--- src/rtl/uart_tx_pkg.sv ---
// rtl/uart_tx_pkg.sv - shared types and constants for the UART transmit scheduler
package uart_tx_pkg;

    localparam int DEFAULT_DATA_WIDTH = 8;

    localparam logic PAR_EVEN = 1'b0;
    localparam logic PAR_ODD  = 1'b1;

    // Gray-coded so adjacent frame phases differ by a single state bit
    typedef enum logic [2:0] {
        ST_IDLE   = 3'b000,
        ST_START  = 3'b001,
        ST_DATA   = 3'b011,
        ST_PARITY = 3'b010,
        ST_STOP   = 3'b110
    } state_t;

endpackage

--- src/rtl/uart_tx_rr_arb.sv ---
// rtl/uart_tx_rr_arb.sv - two-way round-robin arbiter, grants only on the accept strobe
module uart_tx_rr_arb (
    input  logic       clk,
    input  logic       rst,
    input  logic [1:0] valid_i,
    input  logic       accept_i,
    output logic [1:0] grant_o
);

    logic last_q, last_d;

    always_comb begin
        grant_o = 2'b00;
        if (accept_i) begin
            case (valid_i)
                2'b01:   grant_o = 2'b01;
                2'b10:   grant_o = 2'b10;
                2'b11:   grant_o = last_q ? 2'b01 : 2'b10;
                default: grant_o = 2'b00;
            endcase
        end
    end

    always_comb begin
        last_d = last_q;
        if (grant_o[0]) begin
            last_d = 1'b0;
        end else if (grant_o[1]) begin
            last_d = 1'b1;
        end
    end

    // Reset to "req1 last" so req0 wins the first contention
    always_ff @(posedge clk or posedge rst) begin
        if (rst) begin
            last_q <= 1'b1;
        end else begin
            last_q <= last_d;
        end
    end

endmodule

--- src/rtl/uart_tx_sched.sv ---
// rtl/uart_tx_sched.sv - arbitrated UART frame sequencer driving the shared TX line
module uart_tx_sched
    import uart_tx_pkg::*;
#(
    parameter int DATA_WIDTH = DEFAULT_DATA_WIDTH
) (
    input  logic                  clk,
    input  logic                  rst,
    input  logic                  TX_TICK,
    input  logic                  PAR_EN,
    input  logic                  PAR_TYP,
    input  logic                  req0_valid,
    input  logic                  req1_valid,
    input  logic [DATA_WIDTH-1:0] req0_data,
    input  logic [DATA_WIDTH-1:0] req1_data,
    output logic                  req0_ready,
    output logic                  req1_ready,
    output logic                  TX_OUT,
    output logic                  busy,
    output logic                  frame_done
);

    localparam int CNT_W = (DATA_WIDTH > 1) ? $clog2(DATA_WIDTH) : 1;
    localparam logic [CNT_W-1:0] LAST_BIT = CNT_W'(DATA_WIDTH - 1);

    state_t                state_q, state_d;
    logic [DATA_WIDTH-1:0] shift_q, shift_d;
    logic [CNT_W-1:0]      cnt_q, cnt_d;
    logic                  par_en_q, par_en_d;
    logic                  par_bit_q, par_bit_d;
    logic                  tx_q, tx_d;

    logic                  accept;
    logic [1:0]            grant;
    logic [DATA_WIDTH-1:0] sel_data;

    assign accept     = (state_q == ST_IDLE) && TX_TICK;
    assign req0_ready = grant[0];
    assign req1_ready = grant[1];
    assign sel_data   = grant[1] ? req1_data : req0_data;
    assign busy       = (state_q != ST_IDLE);
    assign TX_OUT     = tx_q;

    uart_tx_rr_arb u_arb (
        .clk      (clk),
        .rst      (rst),
        .valid_i  ({req1_valid, req0_valid}),
        .accept_i (accept),
        .grant_o  (grant)
    );

    always_comb begin
        state_d    = state_q;
        shift_d    = shift_q;
        cnt_d      = cnt_q;
        par_en_d   = par_en_q;
        par_bit_d  = par_bit_q;
        frame_done = 1'b0;
        case (state_q)
            ST_IDLE: begin
                if (|grant) begin
                    shift_d   = sel_data;
                    par_en_d  = PAR_EN;
                    par_bit_d = (^sel_data) ^ (PAR_TYP == PAR_ODD);
                    state_d   = ST_START;
                end
            end
            ST_START: begin
                if (TX_TICK) begin
                    state_d = ST_DATA;
                    cnt_d   = '0;
                end
            end
            ST_DATA: begin
                if (TX_TICK) begin
                    shift_d = shift_q >> 1;
                    if (cnt_q == LAST_BIT) begin
                        cnt_d   = '0;
                        state_d = par_en_q ? ST_PARITY : ST_STOP;
                    end else begin
                        cnt_d = cnt_q + 1'b1;
                    end
                end
            end
            ST_PARITY: begin
                if (TX_TICK) begin
                    state_d = ST_STOP;
                end
            end
            ST_STOP: begin
                if (TX_TICK) begin
                    state_d    = ST_IDLE;
                    frame_done = 1'b1;
                end
            end
            default: state_d = ST_IDLE;
        endcase
    end

    // Line level follows the next state so each bit appears on the cycle after its tick
    always_comb begin
        tx_d = 1'b1;
        case (state_d)
            ST_START:  tx_d = 1'b0;
            ST_DATA:   tx_d = shift_d[0];
            ST_PARITY: tx_d = par_bit_d;
            default:   tx_d = 1'b1;
        endcase
    end

    always_ff @(posedge clk or posedge rst) begin
        if (rst) begin
            state_q   <= ST_IDLE;
            shift_q   <= '0;
            cnt_q     <= '0;
            par_en_q  <= 1'b0;
            par_bit_q <= 1'b0;
            tx_q      <= 1'b1;
        end else begin
            state_q   <= state_d;
            shift_q   <= shift_d;
            cnt_q     <= cnt_d;
            par_en_q  <= par_en_d;
            par_bit_q <= par_bit_d;
            tx_q      <= tx_d;
        end
    end

endmodule
--- config.mk ---
export PLATFORM = sky130hd
export DESIGN_NAME = uart_tx_sched
export DESIGN_NICKNAME = d
export VERILOG_FILES = /design/src/rtl/uart_tx_pkg.sv /design/src/rtl/uart_tx_rr_arb.sv /design/src/rtl/uart_tx_sched.sv
export SDC_FILE = /design/constraint.sdc
export NUM_CORES = 1
export LEC_CHECK = 0
export CORE_MARGIN = 2
export CORE_UTILIZATION = 49
export CTS_CLUSTER_SIZE = 20
export DETAILED_ROUTE_END_ITERATION = 8
export GPL_TIMING_DRIVEN = 1
export PLACE_DENSITY = 0.79
export SETUP_SLACK_MARGIN = 0.2
export SLEW_MARGIN = 25
export SYNTH_ARGS = -nofsm -noshare
export SYNTH_HDL_FRONTEND = slang
export SYNTH_SLANG_ARGS = --single-unit
--- constraint.sdc ---
create_clock -name clk -period 2.3 [get_ports clk]
set_clock_uncertainty 0.05 [all_clocks]
set_input_delay 0.46 -clock clk [delete_from_list [all_inputs] [get_ports clk]]
set_output_delay 0.46 -clock clk [all_outputs]
set_load 0.01 [all_outputs]
==> out/metrics.yaml, run 1 <==
status: "finished, final reports clean"
hold_viol: 0
cts_tree: "done"
layout.nets: 185
min_path_cells: 2
yosys.cell_types.count: 39
ant_nets: 0
swShare_pct: 35.5
routedWlPerCell_um: 13.7
hold_buffers: 0
crit_required_ns: 1.79
area_growth_pct: 34.7
io_pins: 28
multi_input_area_sq_um: 674
fin_crit_ns: 2.03
dp_hpwl_um: 2020
overflow: 0
leakage_nw: 0.767
seqPwrFrac_pct: 38.5
intPower_mw: 0.936
max_freq_ghz: 0.493
synth_common_cells: "nand2_1, dfrtp_1, mux2i_1"
synth_edf_count: 0
die_h_um: 53.2
fin_crit_sh_pct: 88.3
core_sq_um: 2250
vdd_drop_max_uv: 836
clkSlewWorstSetupHoldPaths_ns: 0.10
wl_met3_um: 45
ys.flop_type: "dfrtp_1"
p_per_area_nw_per_um2: 907
crit_chain: "buf_4 > or3_1 > dlygate4sd2_1"
drive_gt1_share_pct: 20.8
globalplace.congestion: 0.766
cp-start-kind: "flop"
via_per_inst: 5.36
cts_root_buffer: "clkbuf_4"
track_usage_pct: 20.6
rr_worst_depth: 6
synth_largest_area_cell: "dfrtp_1"
grt_max_degree: 19
p_switching_mw: 0.514
critical_path_class: "flop to primary output"
antenna_cells: 0
final_cells: 187
cp.arrival_ns: 1.52
portBuffers: 27
die_w_um: 53.2
yosysWarnings: 0
drc: 0
crit_path_max_incr_delay_ns: 0.45
grt_pass1_wl_um: 4130
crit_slowest_cell: "dfrtp_2"
synth_nets: 144
path_delay_family: "flip-flops"
seq_area_frac_synth_pct: 38.1
worstSkewPairLatency_ns: 0.30
cts_buffers: 3
n_fill_cell: 179
critPathCaptureType: "primary output"
netlist_area_sq_um: 1190
die-area_sq_um: 2830
setup_viol_count_final: 0
comb_power_share_pct: 47.9
clock-sinks: 18
async_flop_share_pct: 100
min_path_type: "flop to flop"
clk_path_buf_depth: 2
vias: 1002
seq_area_sq_um: 454
grt_pass1_vias: 966
syn_avg_cell_area_sq_um: 9.98
rows: 17
crit_cells: 3
p_clk_share_pct: 13.6
yosysMostFrequentCell: "nand2_1"
htreeDepth: 1
synth_top_area_share_pct: 33.7
netlist_instances: 119
first_pass_iters: 4
path_max_fanout: 5
antenna_found_initial: 0
ys_seq_elements: 18
dp.cells: 179
crit_buf_inv: 2
met1_length_um: 1140
max-cap-violations: 0
initial_core_util_pct: 52.7
report.final.slew_viol_count: 0
slew_headroom_pct: 57.3
finalPower_mw: 1.45
dr.max_layer_used: "met4"
synth.area.top_cells: "dfrtp_1, nand2_1, mux2i_1, xnor2_1, dfstp_2"
met2WireLength_um: 1340
tightest_slew_ns: 0.640
routed_wl_um: 2560
rsz0062_at_grt: "no"
drt_iter0_markers: 18
-- cells by family after synthesis --
| logic type | Yosys count | share of synthesized area (%) |
|---|---|---|
| adders and majority gates | 2 | 2.11 |
| buffers and inverters | 13 | 5.06 |
| DFF | 18 | 38.1 |
| muxes | 9 | 7.69 |
| xor gates and xnor gates | 12 | 11.2 |
| and+or+nand+nor | 40 | 20.3 |
| AOI/OAI and AO/OA | 25 | 15.5 |
-- metal layers --
metal  global-route usage [%]  up-vias
met4                     10.3        0
met2                     35.4       16
met3                     1.69        3
li1                         -      509
met1                     25.8      474
met5                        0        -
-- layout make-up --
| class | instances | area share (%) |
|---|---|---|
| well taps | 28 | 2.19 |
| clock buffers | 4 | 2.27 |
| multi-input cells | 88 | 42.2 |
| inverters | 6 | 1.41 |
| flip-flops and latches | 18 | 28.4 |
| repair buffers | 43 | 23.6 |
-- worst min-delay path: stages, from the launching register on --
cell	delay, ns
dfrtp_1	0.36
nand2_1	0.05
o221ai_1	0.06
-- worst paths after layout --
kind                            slack, ns                endpoint                   start
worst max-delay path                 0.27                    busy    state_q[2]$_DFF_PP0_
worst min-delay path                 0.45  shift_q[3]$_DFFE_PP0P_  shift_q[4]$_DFFE_PP0P_
worst max register to register       0.37     par_bit_q$_DFF_PP0_    state_q[0]$_DFF_PP0_
worst min register to register       0.45  shift_q[3]$_DFFE_PP0P_  shift_q[4]$_DFFE_PP0P_
max in group asynchronous            1.27    state_q[2]$_DFF_PP0_                     rst
min in group asynchronous            0.48    cnt_q[1]$_DFFE_PP0P_                     rst
-- layout by cell type, fill, tap and decap left out, drive strengths merged --
master,n
a211oi,2
a21boi,2
a21o,1
a21oi,2
a22oi,1
a311o,1
a32oi,1
and3,1
and4b,2
buf,17
clkbuf,5
clkdlybuf4s50,22
dfrtp,16
dfstp,2
dlygate4sd2,3
ha,2
inv,6
mux2,1
mux2i,8
nand2,23
nand3,2
nand3b,2
nand4,1
nor2,1
nor2b,2
nor4b,4
o21ai,9
o221ai,6
or3,1
or4b,1
xnor2,7
xnor3,2
xor2,3
-- power groups by stage --
stage / logic (mW) / registers (mW) / clock network (mW)
after floorplan: 0.478 / 0.530 / 0
after global placement: 0.636 / 0.559 / 0
after detailed placement: 0.661 / 0.570 / 0
after CTS: 0.664 / 0.563 / 0.199
after global routing: 0.772 / 0.576 / 0.213
final: 0.695 / 0.559 / 0.197
-- what timing repair did --
action,in CTS,in global routing
setup buffers,2,2
resized for setup,8,3
endpoints found under the setup margin,4,2
pin swaps,1,0
-- registers in the layout (all words and copies together), names as in the netlist --
signal	count
TX_OUT	1
cnt_q	3
par_bit_q	1
par_en_q	1
shift_q	8
state_q	3
u_arb.last_q	1
-- through the flow --
| step | instance area, sq um | TNS [ns] | hold WS [ns] | setup slack (ns) | util, % |
|---|---|---|---|---|---|
| 6_report | 1600 | 0 | 0.450 | 0.270 | 70.9 |
| 5_1_grt | 1600 | 0 | 0.472 | 0.202 | 70.9 |
| 4_1_cts | 1590 | 0 | 0.451 | 0.180 | 70.4 |
| 3_5_place_dp | 1550 | -0.428 | 0.428 | -0.209 | 68.5 |
| 3_3_place_gp | 1550 | -0.331 | 0.412 | -0.196 | 68.5 |
| 2_1_floorplan | 1190 | 0 | 0.347 | 0.460 | - |
No activity file was read; power rests on OpenSTA's default activity.
==> inputs of run 2 (changes only) <==
--- a/config.mk
+++ b/config.mk
@@ -5,7 +5,7 @@
 export SDC_FILE = /design/constraint.sdc
 export NUM_CORES = 1
 export LEC_CHECK = 0
-export CORE_MARGIN = 2
+export CORE_MARGIN = 4
 export CORE_UTILIZATION = 49
 export CTS_CLUSTER_SIZE = 20
 export DETAILED_ROUTE_END_ITERATION = 8
==> out/metrics.yaml, run 2 (synthesis results as in run 1) <==
first_pass_iters: 4
cts_buffers: 3
crit_chain: "buf_4 > or3_1 > dlygate4sd2_1"
crit_path_max_incr_delay_ns: 0.45
via_per_inst: 5.53
intPower_mw: 0.930
p_clk_share_pct: 13.9
vias: 1023
vdd_drop_max_uv: 635
initial_core_util_pct: 52.7
path_max_fanout: 3
grt_max_degree: 19
track_usage_pct: 16.5
cp-startpoint: "state_q[2]$_DFF_PP0_"
layout_common_cells: "nand2_1, clkdlybuf4s50_1, dfrtp_1, buf_4, mux2i_1"
layout.nets: 183
tightest_slew_ns: 0.653
die_h_um: 57.2
leakage_nw: 0.756
dp_hpwl_um: 2070
htreeDepth: 1
rr_worst_depth: 6
r2r_end: "par_bit_q$_DFF_PP0_"
comb_power_share_pct: 47.7
routedWlPerCell_um: 14.4
grt_pass1_wl_um: 4240
slew_headroom_pct: 56.4
swShare_pct: 36.2
final_cells: 185
die_w_um: 57.2
dp.cells: 178
largest_reg_flops: 8
p_switching_mw: 0.527
cts_root_buffer: "clkbuf_4"
grt_pass1_vias: 1001
clock-sinks: 18
setup_viol_count_final: 0
antenna_found_initial: 0
regToRegSetupSlack_ns: 0.39
cp.arrival_ns: 1.53
whs_endpoint: "cnt_q[1]$_DFFE_PP0P_"
path_delay_family: "flip-flops"
p_per_area_nw_per_um2: 917
seqPwrFrac_pct: 38.3
max-cap-violations: 0
clk_path_buf_depth: 2
cts_tree: "done"
top_regs: "shift_q x8, cnt_q x3, state_q x3"
cp-start-kind: "flop"
reg2reg_from: "state_q[0]$_DFF_PP0_"
worstSkewPairLatency_ns: 0.30
fin_setup_tns_ns: 0
hold_viol: 0
rsz0062_at_grt: "no"
crit_buf_inv: 2
max_freq_ghz: 0.490
fin_crit_ns: 2.04
clkSlewWorstSetupHoldPaths_ns: 0.11
min_path_cells: 2
antenna_cells: 0
regMostFlops: "shift_q"
ant_nets: 0
critical_path_class: "flop to primary output"
n_fill_cell: 178
core_sq_um: 2250
globalplace.congestion: 0.829
drive_gt1_share_pct: 20.4
status: "finished, final reports clean"
routed_wl_um: 2670
crit_slowest_cell: "dfrtp_2"
drc: 0
report.final.slew_viol_count: 0
min_from: "cnt_q[1]$_DFFE_PP0P_"
area_growth_pct: 33.8
portBuffers: 27
die-area_sq_um: 3270
holdWs_ns: 0.447
io_pins: 28
drt_iter0_markers: 19
min_path_type: "flop to flop"
critPathCaptureType: "primary output"
fin_crit_sh_pct: 88.8
rows: 17
overflow: 0
crit_required_ns: 1.79
==> run 2: worst max-delay path by stage <==
stage	cells past startpoint	end
CTS	3	req0_ready
global placement	4	req0_ready
finish	3	busy
floorplan	6	TX_OUT$_DFF_PP1_
detailed placement	4	req0_ready
global route	3	busy
==> run 2: power by group through the flow <==
stage | Clock (mW) | Sequential, mW | Combinational (mW)
5_1_grt | 0.221 | 0.574 | 0.752
4_1_cts | 0.207 | 0.564 | 0.655
3_5_place_dp | 0 | 0.572 | 0.657
3_3_place_gp | 0 | 0.562 | 0.638
2_1_floorplan | 0 | 0.530 | 0.478
6_report | 0.203 | 0.558 | 0.695
==> run 2: layout make-up <==
class                      count  area [sq um]  area share (%)
clock buffer                   4          36.3            2.28
inverter                       6          22.5            1.42
multi-input combinational     88           679            42.8
sequential                    18           454            28.6
tap                           28          35.0            2.20
timing repair buffer          41           362            22.8
==> run 2: layer usage <==
metal  up-vias  global-route usage (%)  wire length [um]
met4         0                    9.27                86
met5         -                       0                 0
li1        501                       -                 -
met1       484                    18.2              1120
met3         9                    3.39               118
met2        29                    29.4              1350
==> run 2: stage by stage <==
stage	power [mW]	cell area (sq um)	utilization [%]	setup slack, ns
after detailed placement	1.23	1540	68.2	-0.203
after CTS	1.43	1570	69.7	0.132
after global placement	1.20	1540	68.2	-0.197
after global routing	1.55	1590	70.5	0.220
after floorplan	1.01	1190	-	0.460
final	1.46	1590	70.5	0.258
==> run 2: tightest hold or removal path, delay by kind of cell (launching register included) <==
kind            cells  cell delay (ns)
compound gates      1             0.06
flops               1             0.36
simple gates        1             0.04
==> run 2: timing repair <==
action                                  in CTS  in global routing
endpoints found under the setup margin       4                  2
hold buffers                                 0                  0
gates cloned                                 0                  0
gates resized for setup                      8                  4
setup buffers                                1                  2
hold endpoints to repair                     0                  0
pin swaps                                    1                  1
